<file path="src/rtl/pipe_buf_ctrl_pkg.sv">
// Shared types for the RV32I inter-stage pipeline buffers and their controller.
package pipe_buf_ctrl_pkg;

    localparam logic [31:0] NOP_INSTR = 32'h0000_0013;   // addi x0,x0,0

    typedef enum logic [1:0] {
        RUN        = 2'd0,
        LOAD_STALL = 2'd1,
        FLUSH      = 2'd2,
        FREEZE     = 2'd3
    } pipe_state_e;

    typedef struct packed {
        logic [31:0] PC;
        logic [31:0] Curr_Instr;
        logic [31:0] PC_plus4;
    } if_id_reg;

    typedef struct packed {
        logic [31:0] PC;
        logic [31:0] Curr_Instr;
        logic [31:0] rs1_data;
        logic [31:0] rs2_data;
        logic [31:0] imm;
        logic [4:0]  rs1;
        logic [4:0]  rs2;
        logic [4:0]  rd;
        logic [3:0]  ALUOp;
        logic        ALUSrc;
        logic        Branch;
        logic        Jump;
        logic        MemRead;
        logic        MemWrite;
        logic        RegWrite;
        logic        MemtoReg;
    } id_ex_reg;

    typedef struct packed {
        logic [31:0] PC;
        logic [31:0] Curr_Instr;
        logic [31:0] alu_result;
        logic [31:0] rs2_data;
        logic [4:0]  rd;
        logic        MemRead;
        logic        MemWrite;
        logic        RegWrite;
        logic        MemtoReg;
    } ex_mem_reg;

    typedef struct packed {
        logic [31:0] PC;
        logic [31:0] Curr_Instr;
        logic [31:0] alu_result;
        logic [31:0] mem_rdata;
        logic [4:0]  rd;
        logic        RegWrite;
        logic        MemtoReg;
    } mem_wb_reg;

    // Bubbles: all control bits clear so nothing is ever written.
    localparam if_id_reg  IF_ID_BUBBLE  = '{Curr_Instr: NOP_INSTR, default: '0};
    localparam id_ex_reg  ID_EX_BUBBLE  = '{Curr_Instr: NOP_INSTR, default: '0};
    localparam ex_mem_reg EX_MEM_BUBBLE = '{Curr_Instr: NOP_INSTR, default: '0};
    localparam mem_wb_reg MEM_WB_BUBBLE = '{Curr_Instr: NOP_INSTR, default: '0};

endpackage

</file>
<file path="src/rtl/pipe_hazard_unit.sv">
// Combinational hazard resolution: picks the per-cycle pipeline action and
// turns it into buffer load/bubble enables and the PC write enable.
module pipe_hazard_unit
    import pipe_buf_ctrl_pkg::*;
(
    input  logic        reset_n_i,
    input  logic [4:0]  a_rs1_i,
    input  logic [4:0]  a_rs2_i,
    input  logic        b_mem_read_i,
    input  logic [4:0]  b_rd_i,
    input  logic        ex_redirect_i,
    input  logic        dmem_busy_i,
    output pipe_state_e action_o,
    output logic        a_load_o,
    output logic        a_bubble_o,
    output logic        b_load_o,
    output logic        b_bubble_o,
    output logic        cd_load_o,
    output logic        pc_write_o
);

    logic load_use;

    assign load_use = b_mem_read_i && (b_rd_i != 5'd0) &&
                      ((b_rd_i == a_rs1_i) || (b_rd_i == a_rs2_i));

    // Priority select FREEZE > FLUSH > LOAD_STALL > RUN, then derive enables.
    always_comb begin
        action_o = RUN;
        if (dmem_busy_i) begin
            action_o = FREEZE;
        end else if (ex_redirect_i) begin
            action_o = FLUSH;
        end else if (load_use) begin
            action_o = LOAD_STALL;
        end

        a_load_o   = (action_o == RUN);
        a_bubble_o = (action_o == FLUSH);
        b_load_o   = (action_o == RUN);
        b_bubble_o = (action_o == FLUSH) || (action_o == LOAD_STALL);
        cd_load_o  = (action_o != FREEZE);
        pc_write_o = reset_n_i && ((action_o == RUN) || (action_o == FLUSH));
    end

endmodule

</file>
<file path="src/rtl/pipe_buf_ctrl.sv">
// Owns the IF/ID, ID/EX, EX/MEM and MEM/WB buffers, applies stall/flush/freeze
// and keeps hazard performance counters.
module pipe_buf_ctrl
    import pipe_buf_ctrl_pkg::*;
#(
    parameter int unsigned CNT_W     = 32,
    parameter logic [31:0] NOP_INSTR = 32'h0000_0013
) (
    input  logic             clk,
    input  logic             reset,
    input  if_id_reg         if_id_d,
    input  id_ex_reg         id_ex_d,
    input  ex_mem_reg        ex_mem_d,
    input  mem_wb_reg        mem_wb_d,
    input  logic             ex_redirect,
    input  logic             dmem_busy,
    output if_id_reg         if_id_q,
    output id_ex_reg         id_ex_q,
    output ex_mem_reg        ex_mem_q,
    output mem_wb_reg        mem_wb_q,
    output logic             pc_write,
    output pipe_state_e      pipe_state,
    output logic [CNT_W-1:0] cyc_cnt,
    output logic [CNT_W-1:0] stall_cnt,
    output logic [CNT_W-1:0] flush_cnt,
    output logic [CNT_W-1:0] freeze_cnt
);

    pipe_state_e      action;
    pipe_state_e      pipe_state_q;
    logic             a_load, a_bubble, b_load, b_bubble, cd_load;
    logic [CNT_W-1:0] cyc_cnt_q, stall_cnt_q, flush_cnt_q, freeze_cnt_q;

    if_id_reg  if_id_bub;
    id_ex_reg  id_ex_bub;
    ex_mem_reg ex_mem_bub;
    mem_wb_reg mem_wb_bub;

    pipe_hazard_unit u_hazard (
        .reset_n_i     (reset),
        .a_rs1_i       (if_id_q.Curr_Instr[19:15]),
        .a_rs2_i       (if_id_q.Curr_Instr[24:20]),
        .b_mem_read_i  (id_ex_q.MemRead),
        .b_rd_i        (id_ex_q.rd),
        .ex_redirect_i (ex_redirect),
        .dmem_busy_i   (dmem_busy),
        .action_o      (action),
        .a_load_o      (a_load),
        .a_bubble_o    (a_bubble),
        .b_load_o      (b_load),
        .b_bubble_o    (b_bubble),
        .cd_load_o     (cd_load),
        .pc_write_o    (pc_write)
    );

    // Bubble images carry this instance's NOP encoding.
    always_comb begin
        if_id_bub             = IF_ID_BUBBLE;
        if_id_bub.Curr_Instr  = NOP_INSTR;
        id_ex_bub             = ID_EX_BUBBLE;
        id_ex_bub.Curr_Instr  = NOP_INSTR;
        ex_mem_bub            = EX_MEM_BUBBLE;
        ex_mem_bub.Curr_Instr = NOP_INSTR;
        mem_wb_bub            = MEM_WB_BUBBLE;
        mem_wb_bub.Curr_Instr = NOP_INSTR;
    end

    // Buffer registers: load, hold or bubble as chosen by the hazard unit.
    always_ff @(posedge clk) begin
        if (!reset) begin
            if_id_q  <= if_id_bub;
            id_ex_q  <= id_ex_bub;
            ex_mem_q <= ex_mem_bub;
            mem_wb_q <= mem_wb_bub;
        end else begin
            if (a_bubble) begin
                if_id_q <= if_id_bub;
            end else if (a_load) begin
                if_id_q <= if_id_d;
            end
            if (b_bubble) begin
                id_ex_q <= id_ex_bub;
            end else if (b_load) begin
                id_ex_q <= id_ex_d;
            end
            if (cd_load) begin
                ex_mem_q <= ex_mem_d;
                mem_wb_q <= mem_wb_d;
            end
        end
    end

    // Last action taken plus free-running, wrapping performance counters.
    always_ff @(posedge clk) begin
        if (!reset) begin
            pipe_state_q <= RUN;
            cyc_cnt_q    <= '0;
            stall_cnt_q  <= '0;
            flush_cnt_q  <= '0;
            freeze_cnt_q <= '0;
        end else begin
            pipe_state_q <= action;
            cyc_cnt_q    <= cyc_cnt_q + CNT_W'(1);
            if (action == LOAD_STALL) begin
                stall_cnt_q <= stall_cnt_q + CNT_W'(1);
            end
            if (action == FLUSH) begin
                flush_cnt_q <= flush_cnt_q + CNT_W'(1);
            end
            if (action == FREEZE) begin
                freeze_cnt_q <= freeze_cnt_q + CNT_W'(1);
            end
        end
    end

    assign pipe_state = pipe_state_q;
    assign cyc_cnt    = cyc_cnt_q;
    assign stall_cnt  = stall_cnt_q;
    assign flush_cnt  = flush_cnt_q;
    assign freeze_cnt = freeze_cnt_q;

endmodule

</file>
<file path="config.mk">
export PLATFORM = sky130hd
export DESIGN_NAME = pipe_buf_ctrl
export DESIGN_NICKNAME = d
export VERILOG_FILES = /design/src/rtl/pipe_buf_ctrl_pkg.sv /design/src/rtl/pipe_hazard_unit.sv /design/src/rtl/pipe_buf_ctrl.sv
export SDC_FILE = /design/constraint.sdc
export NUM_CORES = 1
export LEC_CHECK = 0
export ABC_AREA = 0
export BUFFER_PORTS_ARGS = -buffer_cell sky130_fd_sc_hd__buf_2
export CORE_AREA = 8 8 472 474
export DETAILED_ROUTE_END_ITERATION = 10
export DIE_AREA = 0 0 480 482
export GPL_TIMING_DRIVEN = 0
export PLACE_DENSITY_LB_ADDON = 0.25
export SYNTH_ARGS = -nofsm -noshare
export SYNTH_HDL_FRONTEND = slang
export SYNTH_SLANG_ARGS = --single-unit
</file>
<file path="constraint.sdc">
create_clock -name clk -period 4.65 [get_ports clk]
set_clock_uncertainty 0.05 [all_clocks]
set_input_delay 0.2325 -clock clk [delete_from_list [all_inputs] [get_ports clk]]
set_output_delay 0.2325 -clock clk [all_outputs]
set_load 0.005 [all_outputs]
</file>
==> results by group <==
Die
  • Top Ports: 1,243
  • DIE AREA: 0.231 mm^2
  • Starting density of the core: 13.8%
  • DIE HEIGHT: 482 um
  • Core area: 0.216 mm^2
  • Die width: 480 um
  • Cell row count: 171

Power and ir drop
  • Total power: 16.6 mW
  • Worst VDD drop: 0.243 mV
  • Pleak: 20.5 nW
  • Pwr dens: 341 mW/mm^2

Critical path
  • WP data arrival: 4.98 ns
  • CP max stage delay: 0.61 ns
  • Worst-path fanout max: 10
  • Crit path max-delay family: buffers and inverters
  • CP bufs+invs: 4
  • Crit end category: flip-flop
  • WS Path Type: flip-flop to flip-flop
  • Startpoint types: flip-flop
  • CP Cell Sequence: nor3_1 -> a21oi_2 -> clkbuf_4 -> a21oi_4 -> inv_1 -> ha_2 -> nand2b_1 -> nor2_1 -> buf_2 -> clkbuf_2 -> a32oi_1 -> o211ai_1
  • Data required time of the worst path: 5.21 ns
  • CP max-delay cell: dfxtp_1

Synth
  • Post-Syn Nets: 3,902
  • Library cells used by synthesis: 44
  • Synthesized instance count: 3,338
  • Number of synthesized register bits: 684
  • Sequential cell area fraction in the yosys report: 46.0%
  • Cell area after synthesis: 0.0298 mm^2
  • Yosys warns: 0
  • Syn Area/Cell: 8.92 um^2

Global route
  • Gr usage total: 16.4%
  • Vias in the first global route: 35,200
  • First-pass GRT wire length: 277 mm
  • Largest net degree at the start of global routing: 14
  • Initial antenna violation count: 57
  • Total grt overflow: 0

Timing
  • FMAX: 226 MHz
  • Worst-Margin Slew: 1.39 ns
  • Final setup fails: 0
  • Fin crit share: 95.0%
  • Relative slew slack: 7.08%
  • Worst hold margin: 0.102 ns
  • Hold Vio Cnt, Final: 0
  • Final worst slack: 0.231 ns
  • Period minus WS final: 4.42 ns
  • Slew Viols, Final: 0
  • Fin Setup TNS: 0 ns
  • RSZ-0062 raised after global routing: no

Route
  • Vias: 35,400
  • Vias per cell: 4.32
  • Pre-antenna DRT Iters: 6
  • Drc violations: 0
  • Wire per inst: 24.7 um
  • Routed Antenna Nets: 0
  • Drt initial violations: 2,603
  • Final WL: 202 mm

Placement
  • Placed Cells incl. Taps: 7,437
  • RePlAce Congestion: 0.868
  • Detailed-placement wirelength estimate: 163 mm
  • Post-DP Area: 0.0397 mm^2
  • PortBufs: 1,241
  • Post-place setup slack: -3.07 ns

Clock network
  • Clock root buffer: clkbuf_16
  • Htree depth: 3
  • Longest Clk Path Bufs: 3
  • Clk_lat worst skew: 0.71 ns
  • Reg clk slew, reported paths: 0.06 ns
  • TritonCTS buffer count: 90
  • Clk sink count: 684
  • CTS tree: done

Cells and area
  • Area growth from synthesis to layout: 62.9%
  • Non-filler cells, final: 8,188
  • Layout Utilization: 22.5%
  • Nets: 5,789
  • Post-route cell area: 0.0485 mm^2
  • Fill cell count: 23,700
  • Ratio of cells with drive above 1 in the final layout: 28.5%

Hold path
  • Hold Path Class: input port to flip-flop

Run status
  • Outcome: finished, final reports clean

Job
  • Max Cap Viol: 0
## cells by family after synthesis
logic type / after synthesis / share of synthesized area [%]
AOI/OAI and AO/OA: 526 / 14.0
xor gates and xnor gates: 103 / 3.03
adders and majority gates: 6 / 0.252
buffers and inverters: 368 / 4.80
DFF: 684 / 46.0
muxes: 280 / 9.41
and+or+nand+nor: 1371 / 22.5
## routing by layer
layer | global-route usage, % | wire (um) | vias up
li1 | - | - | 16300
met4 | 3.54 | 4250 | 22
met5 | 0 | 136 | -
met2 | 26.7 | 92600 | 1649
met3 | 5.40 | 18800 | 242
met1 | 21.1 | 86700 | 17200
## worst register-to-register path, stage by stage, from the launching register on
cell      delay [ns]
dfxtp_1         0.61
nor3_1          0.15
a21oi_2         0.49
clkbuf_4        0.49
a21oi_4         0.21
inv_1           0.25
ha_2            0.33
nand2b_1        0.24
nor2_1          0.36
buf_2           0.42
clkbuf_2        0.40
a32oi_1         0.18
o211ai_1        0.15
## power by group
group	switching, mW	internal (mW)
clock	3.04	4.28
combinational	1.81	1.07
sequential	0.221	6.15
## synthesized netlist by cell type (all sizes together)
| library cell | n | area, um^2 |
|---|---|---|
| o31ai | 3 | 22.5 |
| nor4 | 15 | 100 |
| or3 | 20 | 126 |
| a21o | 1 | 7.51 |
| o22a | 1 | 8.76 |
| a31oi | 1 | 6.26 |
| nor3 | 20 | 110 |
| o21ai | 20 | 100 |
| nand4 | 318 | 2010 |
| o22ai | 1 | 6.26 |
| nor2b | 1 | 8.76 |
| xnor2 | 46 | 403 |
| nor2 | 374 | 1400 |
| xor2 | 57 | 499 |
| or4 | 5 | 37.5 |
| inv | 22 | 82.6 |
| or2 | 3 | 18.8 |
| nand3 | 141 | 716 |
| nand2b | 7 | 43.8 |
| a21oi | 26 | 130 |
| and3 | 107 | 669 |
| clkbuf | 264 | 991 |
| dfxtp | 684 | 13700 |
| mux2i | 280 | 2800 |
| a32oi | 275 | 2410 |
| and2 | 14 | 88.8 |
| and4 | 11 | 101 |
| nand2 | 335 | 1260 |
| o211ai | 194 | 1460 |
| buf | 82 | 357 |
| o21a | 4 | 30.0 |
| ha | 6 | 75.1 |
## area by class of cell
class | instances | area [um^2] | share of cell area (%)
Multi-Input combinational cell | 2286 | 14700 | 30.3
Sequential cell | 684 | 13700 | 28.2
Timing Repair Buffer | 1797 | 11800 | 24.4
Tap cell | 2854 | 3570 | 7.36
Clock buffer | 133 | 2640 | 5.43
Buffer | 344 | 1460 | 3.01
Clock inverter | 31 | 417 | 0.859
Antenna cell | 37 | 92.6 | 0.191
Inverter | 22 | 82.6 | 0.170
## registers in the layout, indices dropped and copies added, names as in the netlist
register	flops
id_ex_q	186
ex_mem_q	137
mem_wb_q	135
if_id_q	96
cyc_cnt	32
flush_cnt	32
freeze_cnt	32
stall_cnt	32
pipe_state	2
## repair_timing
| action | CTS | global route |
|---|---|---|
| hold endpoints to repair | 551 | 0 |
| resized for setup | 83 | 5 |
| setup endpoints to repair | 523 | 209 |
| setup buffers | 0 | 0 |
| cloned | 0 | 0 |
| hold buffers | 552 | 0 |
## cells in the final DEF, fill, tap and decap left out, types with 44 or more instances in the layout
master | Yosys | final
buf_2 | 27 | 1282
dfxtp_1 | 684 | 682
dlygate4sd3_1 | 0 | 552
nor2_1 | 374 | 372
nand2_1 | 335 | 335
nand4_1 | 316 | 316
mux2i_1 | 280 | 280
a32oi_1 | 275 | 275
clkbuf_1 | 264 | 238
o211ai_1 | 194 | 194
nand3_1 | 139 | 139
and3_1 | 107 | 107
clkbuf_16 | 0 | 91
xor2_1 | 57 | 57
xnor2_1 | 46 | 46
clkbuf_2 | 0 | 44
## worst paths after layout
| kind | from | endpoint | slack [ns] | cells past startpoint |
|---|---|---|---|---|
| max | id_ex_q[11] | id_ex_q[75] | 0.23 | 12 |
| min | dmem_busy | flush_cnt[0] | 0.10 | 5 |
| max reg2reg | id_ex_q[11] | id_ex_q[75] | 0.23 | 12 |
| min reg2reg | ex_mem_q[77] | ex_mem_q[77] | 0.43 | 2 |
Power figures use the tool's default switching activity.
